==> src/rtl/proc_ctrl_pkg.sv <==
// proc_ctrl_pkg: shared definitions for the processor control slice.
//   state_t      - fetch/execute sequencer states
//   SEL_*        - C-bus source select codes
//   SEL_W_DEF    - default width of the C-bus select field
//   sel_for()    - C-bus source that each state drives
package proc_ctrl_pkg;

  typedef enum logic [2:0] {
    ST_IDLE,
    ST_LOAD_AR,
    ST_MEM_WAIT,
    ST_LATCH_IR,
    ST_EXEC,
    ST_BRANCH,
    ST_FAULT
  } state_t;

  localparam int unsigned SEL_W_DEF = 2;

  localparam logic [1:0] SEL_NONE = 2'd0;
  localparam logic [1:0] SEL_PC   = 2'd1;
  localparam logic [1:0] SEL_MEM  = 2'd2;
  localparam logic [1:0] SEL_ALU  = 2'd3;

  // Only the states that write a register drive the C bus.
  function automatic logic [1:0] sel_for(input state_t st);
    case (st)
      ST_LOAD_AR:  sel_for = SEL_PC;
      ST_LATCH_IR: sel_for = SEL_MEM;
      ST_BRANCH:   sel_for = SEL_ALU;
      default:     sel_for = SEL_NONE;
    endcase
  endfunction

endpackage

==> src/rtl/fetch_sequencer_wait_timer.sv <==
// wait_timer: counts consecutive memory-wait cycles.
//   clk, reset  - clock, asynchronous active-low reset
//   clr         - restart the count at zero
//   en          - count this cycle (memory not ready)
//   expired     - this enabled cycle is the WAIT_MAX-th one
module wait_timer #(
  parameter int unsigned WAIT_MAX = 15
) (
  input  logic clk,
  input  logic reset,
  input  logic clr,
  input  logic en,
  output logic expired
);

  localparam int unsigned CW = $clog2(WAIT_MAX + 1);
  localparam logic [CW-1:0] LIMIT = CW'(WAIT_MAX - 1);

  logic [CW-1:0] count;

  always_ff @(posedge clk or negedge reset) begin
    if (!reset) begin
      count <= '0;
    end else if (clr) begin
      count <= '0;
    end else if (en) begin
      count <= count + CW'(1);
    end
  end

  // Combinational so the FSM can leave MEM_WAIT on the same edge that
  // closes the last tolerated cycle.
  assign expired = en && (count == LIMIT);

endmodule

==> src/rtl/fetch_sequencer.sv <==
// fetch_sequencer: control FSM sequencing the register datapath through
// fetch and execute.
//   clk, reset        - clock, asynchronous active-low reset
//   start             - begin fetching (IDLE only)
//   halt_req          - return to IDLE after the current instruction
//   mem_ready         - instruction word valid on the C bus
//   exec_done         - execute unit finished (EXEC only)
//   branch_taken      - qualifies exec_done: ALU result is the new PC
//   mem_req           - memory read request
//   ar_we, ir_we      - address / instruction register write enables
//   pc_inc, pc_we     - PC increment / PC load from C bus (never together)
//   bus_sel           - C-bus source (NONE/PC/MEM/ALU)
//   exec_start        - one-cycle pulse launching execute
//   busy              - not in IDLE or FAULT
//   fault             - sticky memory timeout flag
//   fetch_count       - completed fetches, wrapping
module fetch_sequencer
  import proc_ctrl_pkg::*;
#(
  parameter int unsigned DATA_LEN = 16,
  parameter int unsigned WAIT_MAX = 15,
  parameter int unsigned SEL_W    = SEL_W_DEF
) (
  input  logic                clk,
  input  logic                reset,
  input  logic                start,
  input  logic                halt_req,
  input  logic                mem_ready,
  input  logic                exec_done,
  input  logic                branch_taken,
  output logic                mem_req,
  output logic                ar_we,
  output logic                ir_we,
  output logic                pc_inc,
  output logic                pc_we,
  output logic [SEL_W-1:0]    bus_sel,
  output logic                exec_start,
  output logic                busy,
  output logic                fault,
  output logic [DATA_LEN-1:0] fetch_count
);

  state_t state;
  state_t state_nxt;
  logic   timer_clr;
  logic   timer_en;
  logic   timer_expired;

  assign timer_clr = (state == ST_LOAD_AR);
  assign timer_en  = (state == ST_MEM_WAIT) && !mem_ready;

  wait_timer #(
    .WAIT_MAX (WAIT_MAX)
  ) u_wait_timer (
    .clk     (clk),
    .reset   (reset),
    .clr     (timer_clr),
    .en      (timer_en),
    .expired (timer_expired)
  );

  always_comb begin
    state_nxt = state;
    case (state)
      ST_IDLE:     if (start) state_nxt = ST_LOAD_AR;
      ST_LOAD_AR:  state_nxt = ST_MEM_WAIT;
      ST_MEM_WAIT: begin
        // A ready word in the last tolerated cycle beats the timeout.
        if (mem_ready)          state_nxt = ST_LATCH_IR;
        else if (timer_expired) state_nxt = ST_FAULT;
      end
      ST_LATCH_IR: state_nxt = ST_EXEC;
      ST_EXEC: begin
        if (exec_done) begin
          if (halt_req)          state_nxt = ST_IDLE;
          else if (branch_taken) state_nxt = ST_BRANCH;
          else                   state_nxt = ST_LOAD_AR;
        end
      end
      ST_BRANCH:   state_nxt = ST_LOAD_AR;
      ST_FAULT:    state_nxt = ST_FAULT;
      default:     state_nxt = ST_IDLE;
    endcase
  end

  // Outputs are registered from the next state, so each flop holds the
  // Moore decode of the state being entered at the same edge.
  always_ff @(posedge clk or negedge reset) begin
    if (!reset) begin
      state       <= ST_IDLE;
      mem_req     <= 1'b0;
      ar_we       <= 1'b0;
      ir_we       <= 1'b0;
      pc_inc      <= 1'b0;
      pc_we       <= 1'b0;
      bus_sel     <= '0;
      exec_start  <= 1'b0;
      busy        <= 1'b0;
      fault       <= 1'b0;
      fetch_count <= '0;
    end else begin
      state      <= state_nxt;
      mem_req    <= (state_nxt == ST_MEM_WAIT);
      ar_we      <= (state_nxt == ST_LOAD_AR);
      ir_we      <= (state_nxt == ST_LATCH_IR);
      pc_inc     <= (state_nxt == ST_LATCH_IR);
      pc_we      <= (state_nxt == ST_BRANCH);
      bus_sel    <= SEL_W'(sel_for(state_nxt));
      // EXEC is only ever entered from LATCH_IR, so this marks its first cycle.
      exec_start <= (state == ST_LATCH_IR);
      busy       <= (state_nxt != ST_IDLE) && (state_nxt != ST_FAULT);
      fault      <= (state_nxt == ST_FAULT);
      if (state == ST_LATCH_IR) begin
        fetch_count <= fetch_count + DATA_LEN'(1);
      end
    end
  end

endmodule

==> config.mk <==
export PLATFORM = sky130hd
export DESIGN_NAME = fetch_sequencer
export DESIGN_NICKNAME = d
export VERILOG_FILES = /design/src/rtl/proc_ctrl_pkg.sv /design/src/rtl/fetch_sequencer_wait_timer.sv /design/src/rtl/fetch_sequencer.sv
export SDC_FILE = /design/constraint.sdc
export NUM_CORES = 1
export LEC_CHECK = 0
export CAP_MARGIN = 20
export CORE_MARGIN = 8
export CORE_UTILIZATION = 49
export CTS_CLUSTER_DIAMETER = 50
export DETAILED_ROUTE_END_ITERATION = 8
export MAX_ROUTING_LAYER = met4
export PLACE_DENSITY = 0.78
export SLEW_MARGIN = 20
export SYNTH_ARGS = -nofsm -noshare
export SYNTH_HDL_FRONTEND = slang
export SYNTH_SLANG_ARGS = --single-unit
==> constraint.sdc <==
create_clock -name clk -period 2.1 [get_ports clk]
set_input_delay 0.21 -clock clk [delete_from_list [all_inputs] [get_ports clk]]
set_output_delay 0.21 -clock clk [all_outputs]
set_load 0.05 [all_outputs]
Word level (Yosys, flattened, before mapping) --
Index checks and enable logic that the tools add are counted.
Storage, ports and cells: flip-flop bits (word level) 32, logic and storage cells 43, output and inout bits 26, input port bits 7
Cells by class: muxes and demuxes 10, add/subtract/negate cells 2, equality and inequality tests 13, reduce and logical (&&, ||, !) cells 7
Operators by type and width (number):
- one-hot mux 3 bit (7 select lines) | 1
- two-way mux 3 bit | 6
- adder 16 x 1 -> 16 bit (second input constant) | 1
- equality test 3 bit (second input constant) | 5
- equality test 3 x 2 -> 1 bit (second input constant) | 4
- two-way mux 4 bit | 2
- equality test 3 x 1 -> 1 bit (second input constant) | 2
- one-hot mux 2 bit (3 select lines) | 1
- adder 4 x 1 -> 4 bit (second input constant) | 1
- equality test 4 bit (second input constant) | 1
- logical AND 1 bit | 3
- zero test 3 bit | 1
- != test 3 bit (second input constant) | 1
- nonzero test 3 bit | 1
- nonzero test 2 bit | 1
- zero test 1 bit | 1

Depth between registers and ports, before layout --
depth in word-level cells 8, mapped depth 7, depth with buffers taken out 7

Modules after synthesis --
From an unflattened synthesis, not the netlist that was laid out.
Unflattened totals: cells, all modules 130, area total of the unflattened synthesis 1450.1 µm²
Modules (own cells, without submodules):
- fetch_sequencer | area an instance 1227.4 µm², times used 1, cells an instance 110, sequential area each 700.7 µm²
- wait_timer | area an instance 222.7 µm², times used 1, cells an instance 20, sequential area each 100.1 µm²

Worst setup path before layout --
OpenSTA, ideal clock, no wires.
kind register to register, start point register fetch_count[0], end point register fetch_count[14], required time 1959 ps, stages on the path, launching flop included 6, path slack 253 ps, setup time 141 ps, arrival 1705 ps, clock period less this slack 1847 ps, path buffers 0, path through dfrtp_1 ha_1 nand3_1 nor4_1 nand3_1 xnor2_1
On the way: word-level cells in the longest chain between the ends 1
RTL lines:
- start: declaration | line fetch_sequencer.sv:40 | output logic [DATA_LEN-1:0] fetch_count
- start signal: assignment | line fetch_sequencer.sv:114 | fetch_count <= fetch_count + DATA_LEN'(1);
- adder 16 x 1 -> 16 bit | line fetch_sequencer.sv:114
Every way passes these cells. A chain may end at the register's enable or synchronous reset.

Worst setup path after layout --
start point register fetch_count[2], end point output fetch_count[2]
No word-level cell between the ends.

==> summary.md <==
| Metric | Value |
|---|---|
| Result of the run | complete, no violations |
| Top-Level Pins | 33 |
| Adder-cell share of the synthesized area | 2.568% |
| End-of-flow core utilization | 62.75% |
| Delay-heaviest family, CP | buffers and inverters |
| Finish-stage setup viols | 0 |
| Aggregate global-route resource usage | 12.58% |
| PortBufs | 32 |
| Maximum root-to-sink buffer count | 2 |
| Met2 Track Usage GR | 19.07% |
| TritonCTS clock tree | yes |
| PD cells | 1239 nW/um^2 |
| Most frequent cell after synthesis | dfrtp_1 |
| Crit share post-route | 87.38% |
| Final-layout fill cell count | 253 |
| Fraction of the mapped netlist area in compound gates | 6.421% |
| Total count of hold-check failures in the final report | 0 |
| Worst path max stage delay | 840 ps |
| Ratio of routed vias to standard cells | 5.328 |
| Count of buffering cells on the critical path with inverters included | 1 |
| Clock latency at the later pin of the worst-skew pair | 320 ps |
| Area after DPL | 1807 sq um |
| Pin count of the biggest net entering global routing | 33 |
| Critical Path Slowest Stage Cell | clkdlybuf4s50_1 |
| Flop and latch count out of synthesis | 32 |
| Average cell area after synthesis | 10.91 sq um |
| Die Span X | 70.61 um |
| Dpl hpwl | 2.112 mm |
| Class of the most critical hold timing path | input pin to async pin |
| Setup tns final | 0 ps |
| Unique cell type count in the Yosys netlist | 37 |
| Number of max-slew violations in the final report | 0 |
| Core Area | 2953 sq um |
| Top cells by area in the synthesized netlist | dfrtp_1 (55%), xnor2_1 (6.6%), xor2_1 (3.6%), nor3_1 (2.7%), ha_1 (2.6%) |
| H-tree depth reported by CTS | 2 |
| Number of enable-type register cells in the synthesized netlist | 0 |
| 1st-iter DRT viols | 79 |
| Fraction of layout instances using a drive strength above 1 | 9.357% |
| Antenna cells | 0 |
| Endpoint type of the worst setup path | primary output |
| Achievable frequency | 0.5450 GHz |
| Num Clock Sinks | 32 |
| Lkg Pwr | 0.8281 nW |
| Synth-to-layout area growth | 26.80% |
| Final routed DRC violation total | 0 |
| Max_cap viols | 0 |
| Min Hold Slack | 286.6 ps |
| Number of nets with antenna violations after detailed routing | 0 |
| Global-route track usage on met3 | 4.944% |
| Share of synthesized flip-flops with an asynchronous set or reset | 100.0% |
| Root buffer selected by CTS | clkbuf_4 |
| Synth Area in Simple Gates | 19.86% |
| Die height | 70.61 um |
| Instance count of the mapped netlist | 134 |
| Top flip-flop cell by instance count after synthesis | dfrtp_1 |
| Main combinational cell family by area after synthesis | simple AND/OR/NAND/NOR gates |
| Initial core utilization | 49.49% |
| Vias in the first global route | 1056 |
| Max rail drop VDD | 0.7898 mV |
| Number of antenna violations at the first check in global routing | 0 |
| Total detailed-routing wirelength | 2.836 mm |
| Post-Syn Nets | 144 |
| Required arrival time at the worst endpoint | 1890 ps |
| Sequential element share of the synthesized area | 54.79% |
| Post-synthesis share of cell area spent on xor and xnor gates | 10.19% |
| Number of optimization iterations in the first detailed-route pass | 4 |
| Congestion Overflow GR | 0 |
| Portion of netlist area occupied by mux cells | 1.455% |
| Post-detailed-route wirelength per cell | 13.90 um |
| Placement Rows | 20 |
| Detailed-route via count | 1087 |
| Post-CTS setup repair buffer count | 0 |
| Synth Cell Area | 1461 sq um |
| Max Clock Skew | 6.364 ps |
| Dominant cell type by area after synthesis | dfrtp_1 |
| Ranking of synthesized cells by instance count | dfrtp_1 (32), xnor2_1 (11), nand2_1 (10) |
| Wire length of the first global-routing pass | 4.850 mm |
| Worst slew margin relative to its limit | 62.93% |
| Setup repair after global routing missed its margin | no |
| Area share of the largest cell type after synthesis | 54.79% |
| Count of yosys warnings during synthesis | 0 |
| Combined area of the multi-input logic cells | 591.8 sq um |
| Worst-Margin Slew | 550.9 ps |
| Startpoint type of the worst setup path | flop |
| Non-Filler Cell Area, Final | 1853 sq um |
| Gates resized, CTS repair | 0 |
| Busiest grt layer | met2 |
| CTS Buf Count | 5 |
| Gpl congestion | 0.9043 |
| Number of nets in the final layout | 181 |
| Reg clk slew, reported paths | 90 ps |
| Full die area | 4986 sq um |
| Met1 usage in global routing | 14.10% |
| Crit path DAT | 1620 ps |
| Storage cell area | 800.8 sq um |
| Kind of critical path | flop to primary output |
| Min Tclk post-route | 1835 ps |
| Maximum net fanout on the critical path | 5 |
| Number of hold buffers added after CTS | 0 |
| Crit path cell chain | clkdlybuf4s50_1 |
==> where the power goes <==
part	internal [mW]	total (mW)	switching (mW)
clock	0.123	0.305	0.182
combinational	0.393	1.07	0.673
sequential	0.760	0.925	0.165
total	1.28	2.30	1.02
==> through the flow <==
| step | power, mW | instances | setup WS (ps) |
|---|---|---|---|
| after floorplan | 1.705 | 134 | 253.4 |
| after global placement | 1.986 | 197 | 317.4 |
| after detailed placement | 2.012 | 197 | 291.5 |
| after CTS | 2.330 | 204 | 248.6 |
| after global routing | 2.456 | 204 | 136.8 |
| final | 2.296 | 204 | 265.1 |
==> layout by cell type, fill, tap and decap left out, drive strengths merged, types with 2 or more instances in the layout <==
master | synthesis | layout
clkbuf | 0 | 6
dfrtp | 32 | 32
nand2 | 10 | 10
nor2 | 6 | 6
nand4 | 5 | 5
clkdlybuf4s50 | 0 | 32
ha | 3 | 3
a21oi | 3 | 3
xnor2 | 11 | 11
nor4 | 2 | 2
buf | 5 | 3
inv | 8 | 8
a31oi | 2 | 2
nand3 | 5 | 5
nand2b | 3 | 3
o21ai | 6 | 6
and3 | 3 | 3
xor2 | 6 | 6
nor3 | 8 | 8
==> cell families (layout without fill, tap and decap cells) <==
logic type	after synthesis	in the layout
AOI/OAI and AO/OA	15	15
xor gates and xnor gates	17	17
adders and majority gates	3	3
buffers and inverters	13	50
DFF	32	32
muxes	2	2
and+or+nand+nor	52	52
==> final timing paths <==
kind                            startpoint               to  slack [ps]  cells past startpoint
hold / removal                       reset  fetch_count[13]         290                      2
max in group asynchronous            reset   fetch_count[1]        1530                      2
setup reg to reg                  state[0]          mem_req         280                      4
setup / recovery            fetch_count[2]   fetch_count[2]         270                      1
min in group clk           fetch_count[15]  fetch_count[15]         470                      1
hold reg to reg            fetch_count[15]  fetch_count[15]         470                      1
==> routing by layer <==
metal / routed length, um / part of all wire, % / vias to the layer above
met2: 1277 / 45 / 36
met5: 0 / 0 / -
met3: 167 / 5.9 / 11
met4: 82 / 2.9 / 0
met1: 1309 / 46 / 513
li1: - / - / 527
==> worst reg2reg max path, cell delays in order, from the launching register on <==
cell and delay, ps:
dfrtp_1 500, or3b_1 440, or3_4 400, and3_4 210
and3_1 170
==> state kept, by name, summed over array words and instances (netlist names) <==
signal	count
pc_inc	1
pc_we	1
ar_we	1
u_wait_timer.count	4
state	3
exec_start	1
fetch_count	16
busy	1
mem_req	1
fault	1
bus_sel	2
==> cell type report <==
cell class,count,share of cell area (%)
clock buffer,6,2.228
multi-input combinational,89,31.94
timing repair buffer,35,18.50
clock inverter,1,0.2701
inverter,8,1.621
tap,33,2.228
sequential,32,43.21
Power figures use the tool's default switching activity.
